--- src/rtl/booth_mac_accum.sv ---
// Frame accumulator behind the 16x16 Booth multiplier: sums cfg_len signed products
// and presents the frame total, optionally saturated to PROD_W bits, on valid/ready.
module booth_mac_accum #(
  parameter int PROD_W = 32,
  parameter int ACC_W  = 40,
  parameter int LEN_W  = 8
) (
  input  logic              clk,
  input  logic              rst_n,
  input  logic              clear,
  input  logic [LEN_W-1:0]  cfg_len,
  input  logic              sat_en,
  input  logic              prod_valid,
  output logic              prod_ready,
  input  logic [PROD_W-1:0] prod_data,
  output logic              acc_valid,
  input  logic              acc_ready,
  output logic [PROD_W-1:0] acc_data,
  output logic              acc_sat,
  output logic [ACC_W-1:0]  acc_raw
);

  typedef enum logic [1:0] {
    S_IDLE  = 2'd0,
    S_ACCUM = 2'd1,
    S_OUT   = 2'd2
  } state_t;

  state_t              state_q, state_d;
  logic [ACC_W-1:0]    acc_q, acc_d;
  logic [LEN_W-1:0]    cnt_q, cnt_d;
  logic                sat_q, sat_d;
  logic                valid_q, valid_d;
  logic [PROD_W-1:0]   data_q, data_d;
  logic                flag_q, flag_d;
  logic [ACC_W-1:0]    raw_q, raw_d;

  logic                beat_s;
  logic                take_s;
  logic [ACC_W-1:0]    sext_s;
  logic [ACC_W-1:0]    sum_s;
  logic [ACC_W-1:0]    fin_acc_s;
  logic                fin_en_s;
  logic [PROD_W:0]     fin_res_s;

  // Returns {sat_flag, data}: clamps when the bits above the PROD_W sign bit disagree.
  function automatic logic [PROD_W:0] sat_fn(input logic [ACC_W-1:0] a, input logic en);
    logic [ACC_W-PROD_W:0] upper;
    logic                  ovf;
    upper = a[ACC_W-1:PROD_W-1];
    ovf   = !((&upper) || (~|upper));
    if (en && ovf) begin
      if (a[ACC_W-1]) begin
        sat_fn = {1'b1, 1'b1, {(PROD_W-1){1'b0}}};
      end else begin
        sat_fn = {1'b1, 1'b0, {(PROD_W-1){1'b1}}};
      end
    end else begin
      sat_fn = {1'b0, a[PROD_W-1:0]};
    end
  endfunction

  assign prod_ready = rst_n & ~clear & (state_q != S_OUT);
  assign beat_s     = prod_valid & prod_ready;
  assign take_s     = valid_q & acc_ready;
  assign sext_s     = {{(ACC_W-PROD_W){prod_data[PROD_W-1]}}, prod_data};
  assign sum_s      = acc_q + sext_s;

  // The final beat may land in IDLE (single-product frame) or in ACCUM.
  assign fin_acc_s  = (state_q == S_IDLE) ? sext_s : sum_s;
  assign fin_en_s   = (state_q == S_IDLE) ? sat_en : sat_q;
  assign fin_res_s  = sat_fn(fin_acc_s, fin_en_s);

  assign acc_valid  = valid_q;
  assign acc_data   = data_q;
  assign acc_sat    = flag_q;
  assign acc_raw    = raw_q;

  // Next-state and next-output logic for the IDLE/ACCUM/OUT frame sequencer.
  always_comb begin
    state_d = state_q;
    acc_d   = acc_q;
    cnt_d   = cnt_q;
    sat_d   = sat_q;
    valid_d = valid_q;
    data_d  = data_q;
    flag_d  = flag_q;
    raw_d   = raw_q;
    if (clear) begin
      state_d = S_IDLE;
      acc_d   = {ACC_W{1'b0}};
      cnt_d   = {LEN_W{1'b0}};
      valid_d = 1'b0;
      data_d  = {PROD_W{1'b0}};
      flag_d  = 1'b0;
      raw_d   = {ACC_W{1'b0}};
    end else begin
      case (state_q)
        S_IDLE: begin
          if (beat_s) begin
            acc_d = sext_s;
            sat_d = sat_en;
            cnt_d = cfg_len - LEN_W'(1);
            if (cfg_len == LEN_W'(1)) begin
              state_d = S_OUT;
              valid_d = 1'b1;
              flag_d  = fin_res_s[PROD_W];
              data_d  = fin_res_s[PROD_W-1:0];
              raw_d   = fin_acc_s;
            end else begin
              state_d = S_ACCUM;
            end
          end else begin
            state_d = S_IDLE;
          end
        end
        S_ACCUM: begin
          if (beat_s) begin
            acc_d = sum_s;
            cnt_d = cnt_q - LEN_W'(1);
            if (cnt_q == LEN_W'(1)) begin
              state_d = S_OUT;
              valid_d = 1'b1;
              flag_d  = fin_res_s[PROD_W];
              data_d  = fin_res_s[PROD_W-1:0];
              raw_d   = fin_acc_s;
            end else begin
              state_d = S_ACCUM;
            end
          end else begin
            state_d = S_ACCUM;
          end
        end
        S_OUT: begin
          if (take_s) begin
            state_d = S_IDLE;
            valid_d = 1'b0;
            data_d  = {PROD_W{1'b0}};
            flag_d  = 1'b0;
            raw_d   = {ACC_W{1'b0}};
          end else begin
            state_d = S_OUT;
          end
        end
        default: begin
          state_d = S_IDLE;
          valid_d = 1'b0;
          data_d  = {PROD_W{1'b0}};
          flag_d  = 1'b0;
          raw_d   = {ACC_W{1'b0}};
        end
      endcase
    end
  end

  // State and registered outputs.
  always_ff @(posedge clk or negedge rst_n) begin
    if (!rst_n) begin
      state_q <= S_IDLE;
      acc_q   <= {ACC_W{1'b0}};
      cnt_q   <= {LEN_W{1'b0}};
      sat_q   <= 1'b0;
      valid_q <= 1'b0;
      data_q  <= {PROD_W{1'b0}};
      flag_q  <= 1'b0;
      raw_q   <= {ACC_W{1'b0}};
    end else begin
      state_q <= state_d;
      acc_q   <= acc_d;
      cnt_q   <= cnt_d;
      sat_q   <= sat_d;
      valid_q <= valid_d;
      data_q  <= data_d;
      flag_q  <= flag_d;
      raw_q   <= raw_d;
    end
  end

endmodule
--- config.mk ---
export PLATFORM = sky130hd
export DESIGN_NAME = booth_mac_accum
export DESIGN_NICKNAME = d
export VERILOG_FILES = /design/src/rtl/booth_mac_accum.sv
export SDC_FILE = /design/constraint.sdc
export NUM_CORES = 1
export LEC_CHECK = 0
export CORE_MARGIN = 3
export CORE_UTILIZATION = 45
export DETAILED_ROUTE_END_ITERATION = 10
export PLACE_DENSITY = 0.74
export SYNTH_ARGS = -nofsm -noshare
export SYNTH_HDL_FRONTEND = slang
export SYNTH_SLANG_ARGS = --single-unit
export TNS_END_PERCENT = 100
--- constraint.sdc ---
create_clock -name clk -period 7.7 [get_ports clk]
set_input_delay 1.54 -clock clk [delete_from_list [all_inputs] [get_ports clk]]
set_output_delay 1.54 -clock clk [all_outputs]
set_load 0.05 [all_outputs]
== Word level (Yosys, flattened, before mapping) ==
Index checks and enable logic that the tools add are counted.
Widths: inputs -> output; s select.
Storage, ports and cells
  register bits: 125
  input bits: 46
  output and inout bits: 75
  word-level logic and storage cells: 83
Operators by class
  add/subtract/negate cells: 3
  eq/ne operators: 10
  muxes and demuxes: 46
  bitwise logic cells: 5
  reductions and logical operators: 11
Operators with widths (count)
  $mux 40: 10
  $mux 32: 7
  $pmux 40 s3: 1
  $pmux 32 s3: 1
  $pmux 40 s2: 1
  $add 40x40->40: 1
  $mux 33: 1
  $mux 8: 3
  $eq 8x1->1 const B: 2
  $pmux 8 s2: 1
  $sub 8x1->8 const B: 2
  $mux 1: 12
  $mux 2: 6
  $ne 3x3->1 const B: 4
  $reduce_and 9->1: 1
  $reduce_or 9->1: 1
  $pmux 1 s3: 2
  $pmux 2 s3: 1
  $reduce_and 3->1: 2
  $reduce_and 5->1: 1
  $and 1x1->1: 4
  $ne 3x2->1 const B: 1
  $reduce_bool 3->1: 1
  $eq 2x1->1 const B: 1
  7 further kinds: 8

== Logic depth before layout (Yosys ltp) ==
Gate-level depths: netlist of the first run.
  depth after elaboration: 12
  gate-level depth with buffers: 13
  mapped depth without buffers: 12

== Worst setup path before layout of the first run ==
No wires, ideal clock.
  kind: input to register
  start: in prod_data[0]
  end: reg data_q[10], in the netlist acc_data[10]
  library setup time: 0.129 ns
  data arrival time: 4.652 ns
  required time: 7.571 ns
  slack: 2.919 ns
  stages on the path: 13
  buffers on the path: 1
  cells stage by stage: ha_1 -> fa_1 -> a21o_1 -> a221oi_2 -> or4_1 -> a21oi_1 -> or3b_2 -> a21boi_0 -> xor2_1 -> a41oi_1 -> nand4_1 -> buf_2 -> nand3_1
On the way
  cells in the longest elaborated chain, start to end: 12
  elaborated cells between the ends (all ways): 16
  those cells by class: add/sub (1); mux (9); reduce/logical (6)
Ends and longest elaborated chain
  start, declared: line 15  | input logic [PROD_W-1:0] prod_data,
  $add 40x40->40 (*): line 67  | assign sum_s = acc_q + sext_s;
  $mux 40 (*): line 70  | assign fin_acc_s = (state_q == S_IDLE) ? sext_s : sum_s;
  $reduce_or 9->1: line 51  | ovf = !((&upper) || (~|upper));
  $logic_not 1->1: line 51
  $logic_or 1x1->1: line 51
  $logic_not 1->1: line 51
  $logic_and 1x1->1: line 52  | if (en && ovf) begin
  $mux 33 (*): line 52
  $mux 32, on equally long branches: line 121, 104
  $mux 32, on equally long branches: line 118, 100
  $pmux 32 s3 (*): line 98  | case (state_q)
  $mux 32 (*): line 89  | if (clear) begin
  end signal, assigned: line 164  | data_q <= {PROD_W{1'b0}};
  end signal, assigned: line 173  | data_q <= data_d;
  end, declared: line 34  | logic [PROD_W-1:0] data_q, data_d;
Every way passes the cells marked *; elsewhere a longest branch is shown, timed or not. The select of a mux whose other input is x is not followed.
A chain may end at the register's enable or synchronous reset.

== Worst setup path in the final report of the first run ==
  start: in prod_data[31]
  end: reg data_q[24], in the netlist acc_data[24]
On the way
  cells in the longest elaborated chain, start to end: 12
  elaborated cells between the ends (all ways): 16
  those cells by class: add/sub (1); mux (9); reduce/logical (6)
Ends and longest elaborated chain (line)
  $add 40x40->40: 67
  $mux 40 (*): 70
  $reduce_or 9->1: 51
  $logic_not 1->1: 51
  $logic_or 1x1->1: 51
  $logic_not 1->1: 51
  $logic_and 1x1->1: 52
  $mux 33 (*): 52
  $mux 32, on equally long branches: 121, 104
  $mux 32, on equally long branches: 118, 100
  $pmux 32 s3 (*): 98
  $mux 32 (*): 89
Marks and branches as above.

==> results of run 1 <==
## cell usage after synthesis (all sizes together) (7+ instances only)
library cell / instances / area, um2
a21oi: 87 / 435
or3: 9 / 57.6
o22ai: 16 / 100
o211ai: 9 / 67.6
and2: 7 / 43.8
o21ai: 113 / 566
o21bai: 7 / 52.6
xor2: 18 / 158
xnor2: 22 / 193
ha: 43 / 538
mux2i: 25 / 250
a211oi: 7 / 52.6
nor2: 79 / 299
nand2: 132 / 495
inv: 11 / 41.3
buf: 21 / 105
nand3: 33 / 165
clkbuf: 50 / 188
nand4: 19 / 125
nand3b: 35 / 263
nor4: 8 / 65.1
or2: 7 / 43.8
dfrtp: 125 / 3130
a21o: 37 / 278
nor3: 8 / 40.0
nand2b: 11 / 68.8
## sequential cells by signal, summed over array words and instances (netlist names)
register	cells
cnt_q	8
acc_valid	1
state_q	2
acc_q	40
sat_q	1
acc_data	32
acc_raw	40
acc_sat	1
## worst max-delay path: cells and delay by family
| family | cells | cell delay, ns |
|---|---|---|
| AND/OR/NAND/NOR | 8 | 2.16 |
| AO/OA/AOI/OAI | 2 | 0.59 |
| adder cells (fa/ha/maj) | 1 | 0.68 |
| buffers and inverters | 2 | 1.06 |
## stage by stage
| step | setup slack, ns | power [W] |
|---|---|---|
| after floorplan | 2.92 | 0.00117 |
| after global placement | 1.64 | 0.00137 |
| after detailed placement | 1.52 | 0.00138 |
| after CTS | 1.95 | 0.00214 |
| after global routing | 1.64 | 0.00222 |
| final | 1.97 | 0.00214 |
## routing by layer
layer  vias up  GRT usage [%]  part of all wire (%)
li1       3911              -                     -
met1      4021           35.3                    43
met2       320           44.3                    48
met3        44           3.77                   6.1
met4         0           7.23                   2.1
met5         -              0                     0
## worst max path at each step
stage / depth (start not counted) / slack [ns] / endpoint / from
global placement: 13 / 1.64 / acc_data[24] / prod_data[31]
floorplan: 13 / 2.92 / acc_data[10] / prod_data[0]
detailed placement: 13 / 1.52 / acc_data[24] / prod_data[31]
global route: 13 / 1.64 / acc_data[24] / prod_data[31]
finish: 13 / 1.97 / acc_data[24] / prod_data[31]
CTS: 13 / 1.95 / acc_data[24] / prod_data[31]
## where the power goes
| group | internal, W | switching (W) |
|---|---|---|
| logic | 0.000219 | 0.000413 |
| registers | 0.000708 | 0.0000354 |
| clock network | 0.000425 | 0.000340 |
| total | 0.00135 | 0.000788 |
## area by class of cell
| cell class | instances | area (um2) | share of cell area [%] |
|---|---|---|---|
| multi-input combinational | 821 | 5130 | 49.2 |
| sequential | 125 | 3130 | 30.0 |
| timing repair buffer | 132 | 1290 | 12.4 |
| clock buffer | 18 | 439 | 4.21 |
| tap | 229 | 287 | 2.75 |
| clock inverter | 14 | 109 | 1.04 |
| inverter | 11 | 41.3 | 0.396 |
## cell families (layout without fill, tap and decap cells)
kind of cell,count (synthesis),after routing
compound gates,333,333
xor+xnor,41,41
fa+ha+maj,44,44
buf+inv,82,175
flops,125,125
mux,29,29
simple gates,374,374
==> run metrics, run 1 <==
status=complete, no violations; commonest cells after routing, fill and taps aside=nand2_1, dfrtp_1, clkdlybuf4s50_1, o21ai_0, a21oi_1; Net Count, Synth=1118; RD Place Congestion=0.971; drt first pass iters=5; Critical R2R Launch=acc_q[0]; Antenna Cells=0; Layout Utilization=56.9%; # clock sinks=125; critical path peak fanout=28; Least-Margin Pin Slew=1.01 ns; Hold Crit Depth=1; Top FF cell, synth=dfrtp_1; mux cell area share after synthesis=3.44%; crit end category=flop; Final Hold Viols=0; Max Root-Sink Buffers=2; DR vias=8296; Critical R2R Capture=acc_data[24]; most common cell after layout, fill and taps aside=nand2_1; fin cells=1350; Fmax achieved=175 MHz; ys async rst share=100%; first-pass GRT wire length=42800 um; Routed WL=27300 um; Yosys warning total=0; Final min period=5.73 ns; VDD IR-drop max=0.149 mV; Synth Area in Simple Gates=21.7%; Antenna Nets Post-Route=0; 1st-iter DRT viols=677; Hold Path End=acc_raw[6]; reg2reg path depth=13; skew final=0.0173 ns; RSZ-0062 raised after global routing=no; P_leak=4.72 nW; r2r setup slk=3.40 ns; sequential area share after synthesis=36.4%; Synth Area in XOR/XNOR=4.34%; # rows=49; design area=10400 um2; gr usage total=26.2%; EDFF count, synth=0; Clock Pin Slew Worst Setup and Hold Paths=0.06 ns; core box area=18300 um2; Unique masters post-synth=73; # nets final=1198; Max Cap Viol=0; CP Cell Sequence=clkdlybuf4s50_1 > ha_1 > nand4_1 > or4_1 > or3_1 > o221ai_1 > or3_2 > nand4_1 > or4_1 > nor4_4 > buf_4 > nor2_2 > o311ai_1; Slew HR=32.5%; final global-route overflow total=0; Final Max Slew Viols=0; WP data arrival=6.04 ns; post-synthesis adder-cell area fraction=6.50%; largest net degree at the start of global routing=72; hold_sp=acc_raw[6]; Setup Buffers After CTS=0; Post-DP Area=9880 um2; Final Cycle Share=74.4%; Post-Synthesis Cells=1028; effective utilization at floorplan=46.8%; IO Pins=121; slowest library cell on the worst path=clkdlybuf4s50_1; largest family of logic cells by synthesized area=compound AO/OA/AOI/OAI gates; post-synthesis compound-gate area fraction=23.6%; H-tree depth=4; mapped cell area=8580 um2; CTS Buf Count=17; clk_lat worst skew=0.43 ns; Layout fillers=1649; layout cells sized above 1=5.89%; WS Path Type=input pin to flop; CTS tree=done; Routed WL per cell=20.3 um; Die Span X=144 um; Port Buffers=120; CTS Hold Bufs=0; HPWL Detailed=19500 um; CP max stage delay=0.72 ns; Placed Instances=1318; root buffer cell=clkbuf_16; DR vias/cell=6.15; Hold Slack=0.477 ns; DRC viols=0; vias in the first global route=7934; Avg Inst Size Synth=8.35 um2; power per cell area=205 nW/um2; Final setup viols=0; initial antenna violation count=0; Area Growth Syn to Fin=21.5%; FF+latch count, synth=125; Req. time, crit path=8.01 ns; Die Y=144 um; CTS resizes=0; Hold WC Path Type=flop to flop; die footprint=20800 um2; final setup TNS=0 ns; startpoint types=input pin
(Power assumes the default switching activity.)
==> run 2: changes to the inputs <==
Clock period 7.7 ns to 5.75 ns, I/O delays scaled along.
==> run 2 against run 1 <==
Compared with the run above:
- utilization rose by 0.68 points
- first-iteration DRC count grew 2.1%
- clock skew is 0.0031 ns lower
- final area increased by 1.2%
- worst setup slack got worse by 1.1 ns
- count of clock-buffer cells in the layout is 1 lower
- critical endpoint is now acc_data[26]
- sequential cell count did not move
- via count is 1.1% higher
- power increased by 39%
==> run metrics, run 2 (synthesized netlist as in run 1, its figures left out) <==
1st-iter DRT viols=691; sequential share of power=33.5%; largest net degree at the start of global routing=65; clk_lat worst skew=0.43 ns; Routed WL per cell=20.6 um; final setup TNS=0 ns; final global-route overflow total=0; Die Span X=144 um; die footprint=20800 um2; Max Cap Viol=0; Hold Slack=0.474 ns; DR vias=8391; Antenna Nets Post-Route=0; initial antenna violation count=0; Clk network pwr share=37.7%; root buffer cell=clkbuf_16; Net Sw Frac=36.1%; Final min period=4.86 ns; Logic pwr share=28.8%; CTS Hold Bufs=0; CTS tree=done; commonest cells after routing, fill and taps aside=nand2_1, dfrtp_1, clkdlybuf4s50_1, o21ai_0, a21oi_1; Final Hold Viols=0; power per cell area=281 nW/um2; CTS resizes=0; Max Root-Sink Buffers=2; Die Y=144 um; Fmax achieved=206 MHz; internal power=0.00190 W; skew final=0.0143 ns; P_leak=4.79 nW; # clock sinks=125; HPWL Detailed=20300 um; drt first pass iters=5; critical path peak fanout=6; status=complete, no violations; Final setup viols=0; Setup Buffers After CTS=0; Port Buffers=120; Routed WL=28000 um; DR vias/cell=6.18; CTS Buf Count=17; Final Max Slew Viols=0; gr usage total=26.9%; Least-Margin Pin Slew=1.03 ns; Final Cycle Share=84.5%; WP data arrival=5.18 ns; RSZ-0062 raised after global routing=no; Layout Utilization=57.6%; # nets final=1206; effective utilization at floorplan=46.8%; grt met1 use=34.2%; RD Place Congestion=0.989; vias in the first global route=8308; crit end category=flop; most used routing layer=met2; Clock Pin Slew Worst Setup and Hold Paths=0.06 ns; core box area=18300 um2; first-pass GRT wire length=43800 um; IO Pins=121; H-tree depth=4; startpoint types=input pin; most common cell after layout, fill and taps aside=nand2_1; Psw=0.00107 W; DRC viols=0; Area Growth Syn to Fin=22.9%; WS Path Type=input pin to flop; Tot Pwr=0.00297 W; layout cells sized above 1=6.55%; VDD IR-drop max=0.195 mV; Antenna Cells=0; grt met3 use=4.23%; Slew HR=31.2%; Hold WC Path Type=flop to flop; # rows=49; met2 GRT Util=45.3%; Req. time, crit path=6.07 ns; r2r setup slk=1.71 ns
[run 2: layout make-up]
| class | instances | area, um2 |
|---|---|---|
| fill | 1656 | 7780 |
| sequential | 125 | 3130 |
| inverter | 11 | 41.3 |
| clock inverter | 15 | 175 |
| tap | 229 | 287 |
| multi-input combinational | 821 | 5130 |
| clock buffer | 17 | 425 |
| timing repair buffer | 140 | 1360 |
[run 2: power groups by stage]
stage	Combinational, W	Sequential, W	Clock [W]
floorplan	0.000408	0.00115	0
global placement	0.000839	0.00101	0
detailed placement	0.000846	0.00101	0
CTS	0.000850	0.000995	0.00113
global route	0.000922	0.00100	0.00117
finish	0.000856	0.000996	0.00112
[run 2: path summary, 6_finish.rpt]
check / start / endpoint / depth (start not counted)
max: prod_data[0] / acc_data[26] / 13
min: acc_raw[3] / acc_raw[3] / 1
max reg2reg: acc_q[0] / acc_data[26] / 12
min reg2reg: acc_raw[3] / acc_raw[3] / 1
max in group asynchronous: rst_n / acc_q[9] / 2
min in group asynchronous: rst_n / acc_raw[12] / 1
[run 2: through the flow]
stage               instance area [um2]  setup slack (ns)  instances
floorplan                          8580              1.36       1028
global placement                   9950             0.559       1326
detailed placement                 9950             0.493       1326
CTS                               10600             0.922       1358
global route                      10600             0.577       1358
finish                            10600             0.892       1358
[run 2: critical path, stage by stage]
cell and delay [ns]:
clkdlybuf4s50_1 0.45, ha_1 0.26, fa_1 0.42, a21o_1 0.20, a221oi_2 0.35, o211a_1 0.28, o21ai_1 0.15, a31oi_1 0.36
xor2_1 0.16, or4_1 0.61, nor4_4 0.38, nor2_2 0.14, o311ai_1 0.29
[run 2: routing by layer]
layer	part of all wire [%]	wire, um
met1	42	11600
met4	3.9	1090
met5	0	0
met3	6.1	1700
met2	48	13500
==> run 3: changes to the inputs <==
Clock period 5.75 ns to 4.62 ns, I/O delays scaled along.
==> run 3 against run 2 <==
Compared with the run above:
- first-iteration DRC count decreased by 8.1%
- global-route usage is 0.87 points higher
- critical path depth rose by 1
- sequential cell count unchanged
- worst setup slack lost 0.62 ns
- clock power increased by 29%
- count of clock-buffer cells in the layout is 2 higher
- non-clock buffer count increased by 85
- clock skew shrank 0.0051 ns
- die area unchanged
- critical endpoint is now acc_data[24]
- highest routed layer unchanged
==> run metrics, run 3 (synthesized netlist as in run 1, its figures left out) <==
Critical R2R Launch=acc_q[0]; Critical R2R Capture=acc_data[24]; RD Place Congestion=0.954; CTS Hold Bufs=0; Antenna Cells=0; CTS resizes=0; Sequential Area=3130 um2; P_leak=5.21 nW; Layout fillers=1567; 1st-iter DRT viols=635; Port Buffers=120; r2r setup slk=0.84 ns; IO Pins=121; RSZ-0062 raised after global routing=no; crit path from=prod_data[0]; Antenna Nets Post-Route=0; H-tree depth=4; core box area=18300 um2; gr usage total=27.7%; HPWL Detailed=20800 um; Clock Pin Slew Worst Setup and Hold Paths=0.06 ns; status=complete, no violations; Max Root-Sink Buffers=2; Least-Margin Pin Slew=0.989 ns; drt first pass iters=5; clk_lat worst skew=0.43 ns; Die Span X=144 um; Fmax achieved=230 MHz; die footprint=20800 um2; # nets final=1291; commonest cells after routing, fill and taps aside=nand2_1, dfrtp_1, clkdlybuf4s50_1, buf_4, o21ai_0; final global-route overflow total=0; Tot Pwr=0.00385 W; Area Growth Syn to Fin=30.9%; startpoint types=input pin; Final Hold Viols=0; DR vias=8642; CTS tree=done; Routed WL per cell=19.7 um; area occupied by multi-input gates=5130 um2; design area=11200 um2; Req. time, crit path=4.94 ns; DR vias/cell=5.99; # rows=49; largest net degree at the start of global routing=126; layout cells sized above 1=13.1%; fin worst setup slack=0.271 ns; power per cell area=343 nW/um2; dpl ws=-0.144 ns; # clock sinks=125; initial antenna violation count=0; fin cells=1443; root buffer cell=clkbuf_16; Hold WC Path Type=flop to flop; WP data arrival=4.67 ns; Final Max Slew Viols=0; Final setup viols=0; Placed Instances=1411; Final Cycle Share=94.1%; DRC viols=0; reg2reg path depth=13; Slew HR=33.8%; effective utilization at floorplan=46.8%; Setup Buffers After CTS=0; CTS Buf Count=17; Max Cap Viol=0; Final min period=4.35 ns; critical path peak fanout=6; most common cell after layout, fill and taps aside=nand2_1; skew final=0.00917 ns; WS Path Type=input pin to flop; crit end category=flop; Worst Setup EP=acc_data[24]; Die Y=144 um; Post-DP Area=10600 um2; first-pass GRT wire length=45200 um; Routed WL=28500 um; vias in the first global route=8442; VDD IR-drop max=0.238 mV
run 3: how the worst min path moves through the flow:
stage	start	endpoint	slack (ns)	cells after the start
3_5_place_dp	acc_raw[23]	acc_raw[23]	0.47	1
6_report	acc_raw[8]	acc_raw[8]	0.48	1
5_1_grt	acc_raw[10]	acc_raw[10]	0.49	1
3_3_place_gp	acc_raw[13]	acc_raw[13]	0.46	1
2_1_floorplan	acc_q[31]	acc_q[31]	0.45	1
4_1_cts	acc_raw[23]	acc_raw[23]	0.48	1
run 3: per-stage QoR:
step | hold slack [ns] | util [%] | setup TNS, ns
final | 0.479 | 61.3 | 0
after global routing | 0.490 | 61.3 | 0
after detailed placement | 0.467 | 57.9 | -2.58
after global placement | 0.461 | 57.9 | -0.336
after floorplan | 0.453 | - | 0
after CTS | 0.480 | 61.3 | 0
run 3: critical path, cell delays in order:
cell and delay (ns):
clkdlybuf4s50_1 0.43, ha_1 0.24, fa_1 0.40, a21o_1 0.20, a221oi_2 0.31, o211a_1 0.27, o221ai_1 0.16, o21ai_0 0.41
nand4_1 0.14, or4_1 0.48, nor4_4 0.15, buf_4 0.19, nor2_2 0.08, o311ai_1 0.29
run 3: area by class of cell:
class,instances,share of cell area (%)
Multi-Input combinational cell,821,45.7
Sequential cell,125,27.9
Timing Repair Buffer,225,18.0
Clock buffer,19,3.94
Tap cell,229,2.55
Clock inverter,13,1.59
Inverter,11,0.368
run 3: power by group:
part           switching [W]  leakage, nW  total (W)  internal [W]
Combinational       0.000712         3.21    0.00116      0.000446
Clock               0.000569        0.301    0.00145      0.000878
Sequential         0.0000642         1.70    0.00124       0.00118
Total                0.00135         5.21    0.00385       0.00250
run 3: metal layers:
layer | up-vias | global-route usage [%] | share of wire, %
li1 | 4091 | - | -
met1 | 4182 | 36.4 | 43
met2 | 310 | 44.4 | 47
met3 | 59 | 5.62 | 5.9
met4 | 0 | 12.2 | 4.1
met5 | - | 0 | 0
